[src/rtl/operand_fetch_if.sv]
// operand_fetch_if: fetch-side, register-bank and execute-side signals of the decode operand reader.
//   slave  : operand_fetch view (decode stage)
//   master : driving side (fetch, register bank, writeback, execute)
//   Fetch handshake : in_valid, in_ready, instr, pc_in
//   Bank read       : rs1_addr, rs2_addr, rdata1, rdata2
//   Writeback       : wb_ena, wb_reg, wb_data
//   Execute         : ex_is_load, ex_rd, out_valid, out_ready, op_a, op_b, imm, rd_out, pc_out, opcode_out
interface operand_fetch_if #(
    parameter int size = 32,
    parameter int addr_w = 5
);
    logic              in_valid;
    logic              in_ready;
    logic [size-1:0]   instr;
    logic [size-1:0]   pc_in;
    logic [addr_w-1:0] rs1_addr;
    logic [addr_w-1:0] rs2_addr;
    logic [size-1:0]   rdata1;
    logic [size-1:0]   rdata2;
    logic              wb_ena;
    logic [addr_w-1:0] wb_reg;
    logic [size-1:0]   wb_data;
    logic              ex_is_load;
    logic [addr_w-1:0] ex_rd;
    logic              out_valid;
    logic              out_ready;
    logic [size-1:0]   op_a;
    logic [size-1:0]   op_b;
    logic [size-1:0]   imm;
    logic [addr_w-1:0] rd_out;
    logic [size-1:0]   pc_out;
    logic [6:0]        opcode_out;
    modport slave (
        input  in_valid, instr, pc_in, rdata1, rdata2, wb_ena, wb_reg, wb_data,
               ex_is_load, ex_rd, out_ready,
        output in_ready, rs1_addr, rs2_addr, out_valid, op_a, op_b, imm, rd_out,
               pc_out, opcode_out
    );
    modport master (
        output in_valid, instr, pc_in, rdata1, rdata2, wb_ena, wb_reg, wb_data,
               ex_is_load, ex_rd, out_ready,
        input  in_ready, rs1_addr, rs2_addr, out_valid, op_a, op_b, imm, rd_out,
               pc_out, opcode_out
    );
endinterface

[src/rtl/operand_fetch.sv]
// operand_fetch: RV32I decode-stage operand reader with writeback bypass, load-use bubble and ID/EX register.
//   CLK   : clock
//   aRSTn : asynchronous active-low reset
//   bus   : operand_fetch_if.slave (fetch handshake, bank read ports, writeback, execute handshake)
module operand_fetch #(
    parameter int size = 32,
    parameter int addr_w = 5
) (
    input logic            CLK,
    input logic            aRSTn,
    operand_fetch_if.slave bus
);
    localparam logic [6:0] OP_LUI    = 7'b0110111;
    localparam logic [6:0] OP_AUIPC  = 7'b0010111;
    localparam logic [6:0] OP_JAL    = 7'b1101111;
    localparam logic [6:0] OP_JALR   = 7'b1100111;
    localparam logic [6:0] OP_LOAD   = 7'b0000011;
    localparam logic [6:0] OP_IMM    = 7'b0010011;
    localparam logic [6:0] OP_STORE  = 7'b0100011;
    localparam logic [6:0] OP_BRANCH = 7'b1100011;
    localparam logic [6:0] OP_REG    = 7'b0110011;

    typedef enum logic {RUN, BUBBLE} state_t;

    state_t            state, state_nx;
    logic [31:0]       ins;
    logic [6:0]        opc;
    logic [addr_w-1:0] rs1, rs2;
    logic              uses_rs1, uses_rs2, hazard, adv, take;
    logic [size-1:0]   val1, val2, imm_nx;
    logic [31:0]       imm32;

    assign ins      = bus.instr[31:0];
    assign opc      = ins[6:0];
    assign rs1      = ins[19:15];
    assign rs2      = ins[24:20];
    assign bus.rs1_addr = rs1;
    assign bus.rs2_addr = rs2;

    assign uses_rs1 = !(opc inside {OP_LUI, OP_AUIPC, OP_JAL});
    assign uses_rs2 = opc inside {OP_REG, OP_STORE, OP_BRANCH};

    // The bank write only lands at the next edge, so same-cycle writeback data is forwarded here.
    assign val1 = (bus.wb_ena && bus.wb_reg == rs1 && rs1 != '0) ? bus.wb_data :
                  (rs1 == '0) ? '0 : bus.rdata1;
    assign val2 = (bus.wb_ena && bus.wb_reg == rs2 && rs2 != '0) ? bus.wb_data :
                  (rs2 == '0) ? '0 : bus.rdata2;

    always_comb begin
        imm32 = '0;
        case (opc)
            OP_LOAD, OP_IMM, OP_JALR: imm32 = {{20{ins[31]}}, ins[31:20]};
            OP_STORE:                 imm32 = {{20{ins[31]}}, ins[31:25], ins[11:7]};
            OP_BRANCH:                imm32 = {{20{ins[31]}}, ins[7], ins[30:25], ins[11:8], 1'b0};
            OP_LUI, OP_AUIPC:         imm32 = {ins[31:12], 12'b0};
            OP_JAL:                   imm32 = {{12{ins[31]}}, ins[19:12], ins[20], ins[30:21], 1'b0};
            default:                  imm32 = '0;
        endcase
    end

    assign imm_nx = size'($signed(imm32));

    assign adv    = !bus.out_valid || bus.out_ready;
    assign hazard = bus.in_valid && bus.ex_is_load && bus.ex_rd != '0 &&
                    ((uses_rs1 && bus.ex_rd == rs1) || (uses_rs2 && bus.ex_rd == rs2));
    // In BUBBLE the load has moved past execute; its result now arrives through the bypass.
    assign bus.in_ready = adv && !(state == RUN && hazard);
    assign take         = bus.in_valid && bus.in_ready;

    always_comb begin
        state_nx = state;
        if (state == BUBBLE)
            state_nx = RUN;
        else if (hazard && adv)
            state_nx = BUBBLE;
    end

    always_ff @(posedge CLK or negedge aRSTn) begin
        if (!aRSTn)
            state <= RUN;
        else
            state <= state_nx;
    end

    always_ff @(posedge CLK or negedge aRSTn) begin
        if (!aRSTn) begin
            bus.out_valid  <= 1'b0;
            bus.op_a       <= '0;
            bus.op_b       <= '0;
            bus.imm        <= '0;
            bus.rd_out     <= '0;
            bus.pc_out     <= '0;
            bus.opcode_out <= '0;
        end else if (take) begin
            bus.out_valid  <= 1'b1;
            bus.op_a       <= val1;
            bus.op_b       <= val2;
            bus.imm        <= imm_nx;
            bus.rd_out     <= ins[11:7];
            bus.pc_out     <= bus.pc_in;
            bus.opcode_out <= opc;
        end else if (adv) begin
            bus.out_valid  <= 1'b0;
        end
    end
endmodule
[src/flat_wrapper.sv]
// flat-port wrapper written by rule: the top's interface ports become plain ports
module operand_fetch_flat 
#(
    parameter int size = 32,
    parameter int addr_w = 5
)
  (CLK, aRSTn, bus_in_valid, bus_instr, bus_pc_in, bus_rdata1, bus_rdata2, bus_wb_ena, bus_wb_reg, bus_wb_data, bus_ex_is_load, bus_ex_rd, bus_out_ready, bus_in_ready, bus_rs1_addr, bus_rs2_addr, bus_out_valid, bus_op_a, bus_op_b, bus_imm, bus_rd_out, bus_pc_out, bus_opcode_out);
  operand_fetch_if #(.size(size), .addr_w(addr_w)) bus_i ();
  input logic CLK;
  input logic aRSTn;
  input wire logic [$bits(bus_i.in_valid)-1:0] bus_in_valid;
  input wire logic [$bits(bus_i.instr)-1:0] bus_instr;
  input wire logic [$bits(bus_i.pc_in)-1:0] bus_pc_in;
  input wire logic [$bits(bus_i.rdata1)-1:0] bus_rdata1;
  input wire logic [$bits(bus_i.rdata2)-1:0] bus_rdata2;
  input wire logic [$bits(bus_i.wb_ena)-1:0] bus_wb_ena;
  input wire logic [$bits(bus_i.wb_reg)-1:0] bus_wb_reg;
  input wire logic [$bits(bus_i.wb_data)-1:0] bus_wb_data;
  input wire logic [$bits(bus_i.ex_is_load)-1:0] bus_ex_is_load;
  input wire logic [$bits(bus_i.ex_rd)-1:0] bus_ex_rd;
  input wire logic [$bits(bus_i.out_ready)-1:0] bus_out_ready;
  output wire logic [$bits(bus_i.in_ready)-1:0] bus_in_ready;
  output wire logic [$bits(bus_i.rs1_addr)-1:0] bus_rs1_addr;
  output wire logic [$bits(bus_i.rs2_addr)-1:0] bus_rs2_addr;
  output wire logic [$bits(bus_i.out_valid)-1:0] bus_out_valid;
  output wire logic [$bits(bus_i.op_a)-1:0] bus_op_a;
  output wire logic [$bits(bus_i.op_b)-1:0] bus_op_b;
  output wire logic [$bits(bus_i.imm)-1:0] bus_imm;
  output wire logic [$bits(bus_i.rd_out)-1:0] bus_rd_out;
  output wire logic [$bits(bus_i.pc_out)-1:0] bus_pc_out;
  output wire logic [$bits(bus_i.opcode_out)-1:0] bus_opcode_out;
  assign bus_i.in_valid = bus_in_valid;
  assign bus_i.instr = bus_instr;
  assign bus_i.pc_in = bus_pc_in;
  assign bus_i.rdata1 = bus_rdata1;
  assign bus_i.rdata2 = bus_rdata2;
  assign bus_i.wb_ena = bus_wb_ena;
  assign bus_i.wb_reg = bus_wb_reg;
  assign bus_i.wb_data = bus_wb_data;
  assign bus_i.ex_is_load = bus_ex_is_load;
  assign bus_i.ex_rd = bus_ex_rd;
  assign bus_i.out_ready = bus_out_ready;
  assign bus_in_ready = bus_i.in_ready;
  assign bus_rs1_addr = bus_i.rs1_addr;
  assign bus_rs2_addr = bus_i.rs2_addr;
  assign bus_out_valid = bus_i.out_valid;
  assign bus_op_a = bus_i.op_a;
  assign bus_op_b = bus_i.op_b;
  assign bus_imm = bus_i.imm;
  assign bus_rd_out = bus_i.rd_out;
  assign bus_pc_out = bus_i.pc_out;
  assign bus_opcode_out = bus_i.opcode_out;
  operand_fetch #(.size(size), .addr_w(addr_w)) u_core (.CLK(CLK), .aRSTn(aRSTn), .bus(bus_i));
endmodule
[config.mk]
export PLATFORM = sky130hd
export DESIGN_NAME = operand_fetch_flat
export DESIGN_NICKNAME = d
export VERILOG_FILES = /design/src/rtl/operand_fetch_if.sv /design/src/rtl/operand_fetch.sv /design/src/flat_wrapper.sv
export SDC_FILE = /design/constraint.sdc
export NUM_CORES = 1
export LEC_CHECK = 0
export CORE_MARGIN = 5
export CORE_UTILIZATION = 37
export CTS_CLUSTER_SIZE = 30
export DETAILED_ROUTE_END_ITERATION = 6
export PLACE_DENSITY_LB_ADDON = 0.15
export REMOVE_ABC_BUFFERS = 1
export SLEW_MARGIN = 20
export SYNTH_ARGS = -nofsm -noshare
export SYNTH_HDL_FRONTEND = slang
export SYNTH_SLANG_ARGS = --single-unit
[constraint.sdc]
create_clock -name CLK -period 2.1 [get_ports CLK]
set_input_delay 0.315 -clock CLK [delete_from_list [all_inputs] [get_ports CLK]]
set_output_delay 0.315 -clock CLK [all_outputs]
set_load 0.01 [all_outputs]
==> reports/results.ini <==
[synth]
synthTopCellsByArea=dfrtp_1 (52%), mux2i_1 (9.4%), o31ai_1 (7.1%)
ys_async_sr_fraction=1.00
syn_inst=596
synth_area_sq_um=6900
ys_warn_count=0
synth_top_area_frac=0.515
ys_ff_latch=142
synth_ff_type=dfrtp_1
synth_edf_count=0
avgSynthCellArea_sq_um=11.6
seq_area_frac_synth=0.515
yosysUniqueCellTypes=41
synth.largest_area_cell=dfrtp_1

[grt]
antenna_found_initial=1
use_met2=0.379
top_usage_layer=met2
grt_max_degree=59
grt_pass1_vias=6968
gr-total-overflow=0
use_met1=0.268
grt_pass1_wl_mm=38.8
grt_util_met3=0.0826
grt_use_total=0.226

[worst_setup_path]
path_max_fanout=32
crit-reg2reg-launch=u_core.state$_DFF_PN0_
worstPathArrival_ps=2430
start_kind=input pin
crit_required_ps=2380
critical_path_class=input pin to register
end_kind=register
cp-startpoint=bus_instr[16]

[pwr]
leakage_uw=0.00485
switching_share=0.264
irDropWorstVdd_mv=0.539
power.total_uw=8710
p_clk_frac=0.361
p_per_area_nw_per_um2=725
p_int_uw=6410
p_sw_uw=2300
power_frac_comb=0.267
seq_power_share=0.372

[routing]
num_vias=6435
drcViolationCount=0
drtPass1Iterations=6
viasPerCell=5.36
wl_per_cell_um=21.0
drtAntennaViolNets=0
dr.first_iter.drc_count=237
drt-total-wl_mm=25.2

[timing]
hold_viol_final=0
finalCritPeriodShare=1.02
fin_ws_ps=-52.3
worst_pin_slew_ps=494
max_freq_mhz=465
finalMaxSlewViolations=0
holdWs_ps=241
fin_worst_skew_ps=7.52
min_period_ps=2150
setup_viol=50
rsz0062_at_grt=true
max_slew_margin=0.671

[hold_path]
worstHoldPathType=input pin to register
hp-start=bus_instr[0]

[final_layout]
fin_cells=1200
syn2layout_area_growth_pct=74.3
antennaDiodeCount=0
layout.nets=1130
drive_above_1_share=0.226

[floorplan]
dieHeight_um=147
rows=50
core_sq_um=18500
fp.dieW_um=147
initial_utilization=0.373
boundaryPins=328
dieArea_sq_um=21500

[cts]
cts_buffers=17
cts_root_buffer=clkbuf_16
clock_sinks=142
cts_tree=done
insertion_delay_ps=410
clk_path_buf_depth=2
path_clk_slew_ps=60
htreeDepth=4

[place]
numPortBuffers=327
place_inst=1155
pre_cts_slack_ps=-737
place_congestion=0.853
hpwlAfterDp_mm=18.1

[job]
maxCapViolCount=0

[outcome]
violations=negative setup slack
status=complete, but fails checks

path summary, 6_finish.rpt:
kind / end / slack, ps / depth (start not counted)
worst max-delay path: u_core.bus.op_a[14]$_DFFE_PN0P_ / -50 / 8
worst min-delay path: u_core.bus.opcode_out[0]$_DFFE_PN0P_ / 240 / 2
worst max register to register: u_core.bus.rd_out[2]$_DFFE_PN0P_ / 60 / 9
worst min register to register: u_core.bus.pc_out[12]$_DFFE_PN0P_ / 490 / 1
max in group asynchronous: u_core.bus.pc_out[15]$_DFFE_PN0P_ / 1050 / 3
min in group asynchronous: u_core.bus.op_b[3]$_DFFE_PN0P_ / 400 / 2
cells in the final DEF, fill, tap and decap left out, drive strengths merged, types with 4 or more instances in the layout:
master         count
nor2               5
a22oi              4
clkinv             4
o21ai            108
clkdlybuf4s50    313
dlygate4sd2        6
dfrtp            142
or4                4
a21o              12
nor3               4
nor2b              5
xnor2             12
mux2              56
nand2             11
clkbuf            24
xor2               8
mux2i             65
a21oi              9
o31ai             66
buf               72
state kept, by name, summed over array words and instances, names as in the netlist:
signal                 flops
u_core.bus.pc_out         32
u_core.bus.op_b           32
u_core.bus.rd_out          5
u_core.bus.imm            32
u_core.state               1
u_core.bus.op_a           32
u_core.bus.out_valid       1
u_core.bus.opcode_out      7
Yosys cell counts (all sizes together), types with 4 or more instances:
cell      n
dfrtp   142
nor2b     5
a21o     12
a22oi     4
buf      23
mux2i    65
nor2      5
mux2     56
or4       4
xnor2    12
clkbuf   37
nor3      4
o31ai    66
xor2      8
o21ai   108
a21oi     9
nand2    11
cells by family after synthesis:
kind of cell	share of synthesized area
and+or+nand+nor	0.0415
xor gates and xnor gates	0.0254
DFF	0.515
muxes	0.186
buffers and inverters	0.0488
AOI/OAI and AO/OA	0.183
layer usage:
layer | part of all wire | vias up
li1 | - | 2929
met1 | 0.39 | 3171
met2 | 0.50 | 290
met3 | 0.088 | 43
met4 | 0.027 | 2
met5 | 0.00052 | -
power by group through the flow:
| stage | Sequential, uW | Combinational (uW) | Clock (uW) |
|---|---|---|---|
| final | 3240 | 2320 | 3150 |
| after global routing | 3280 | 2460 | 3340 |
| after CTS | 3240 | 2240 | 3210 |
| after detailed placement | 3290 | 2090 | 0 |
| after global placement | 3270 | 2050 | 0 |
| after floorplan | 3430 | 498 | 0 |
critical path, stage by stage:
cell and delay, ps:
clkdlybuf4s50_1 440, buf_4 170, xor2_1 170, nor4_1 330, and3_2 270, buf_12 230, mux2i_1 360, o31ai_4 110
repair_timing:
item,in CTS,in global routing
pin swaps,8,10
gates resized for setup,62,66
hold buffers,1,0
hold endpoints to repair,39,0
gates cloned,4,1
setup endpoints to repair,141,136
buffers inserted,10,1
layout make-up:
| class | instances | area, sq um |
|---|---|---|
| Fill cell | 1462 | 6490 |
| Sequential cell | 142 | 3550 |
| Inverter | 1 | 3.75 |
| Clock buffer | 21 | 480 |
| Multi-Input combinational cell | 393 | 3490 |
| Tap cell | 234 | 293 |
| Clock inverter | 10 | 136 |
| Timing Repair Buffer | 399 | 4060 |
stage by stage:
| stage | utilization | area (sq um) | TNS (ps) |
|---|---|---|---|
| 3_3_place_gp | 0.579 | 10700 | -84530 |
| 3_5_place_dp | 0.579 | 10700 | -89500 |
| 6_report | 0.649 | 12000 | -1170 |
| 4_1_cts | 0.635 | 11800 | -827 |
| 2_1_floorplan | - | 6570 | -463090 |
| 5_1_grt | 0.649 | 12000 | -3270 |
Power figures use the tool's default switching activity.
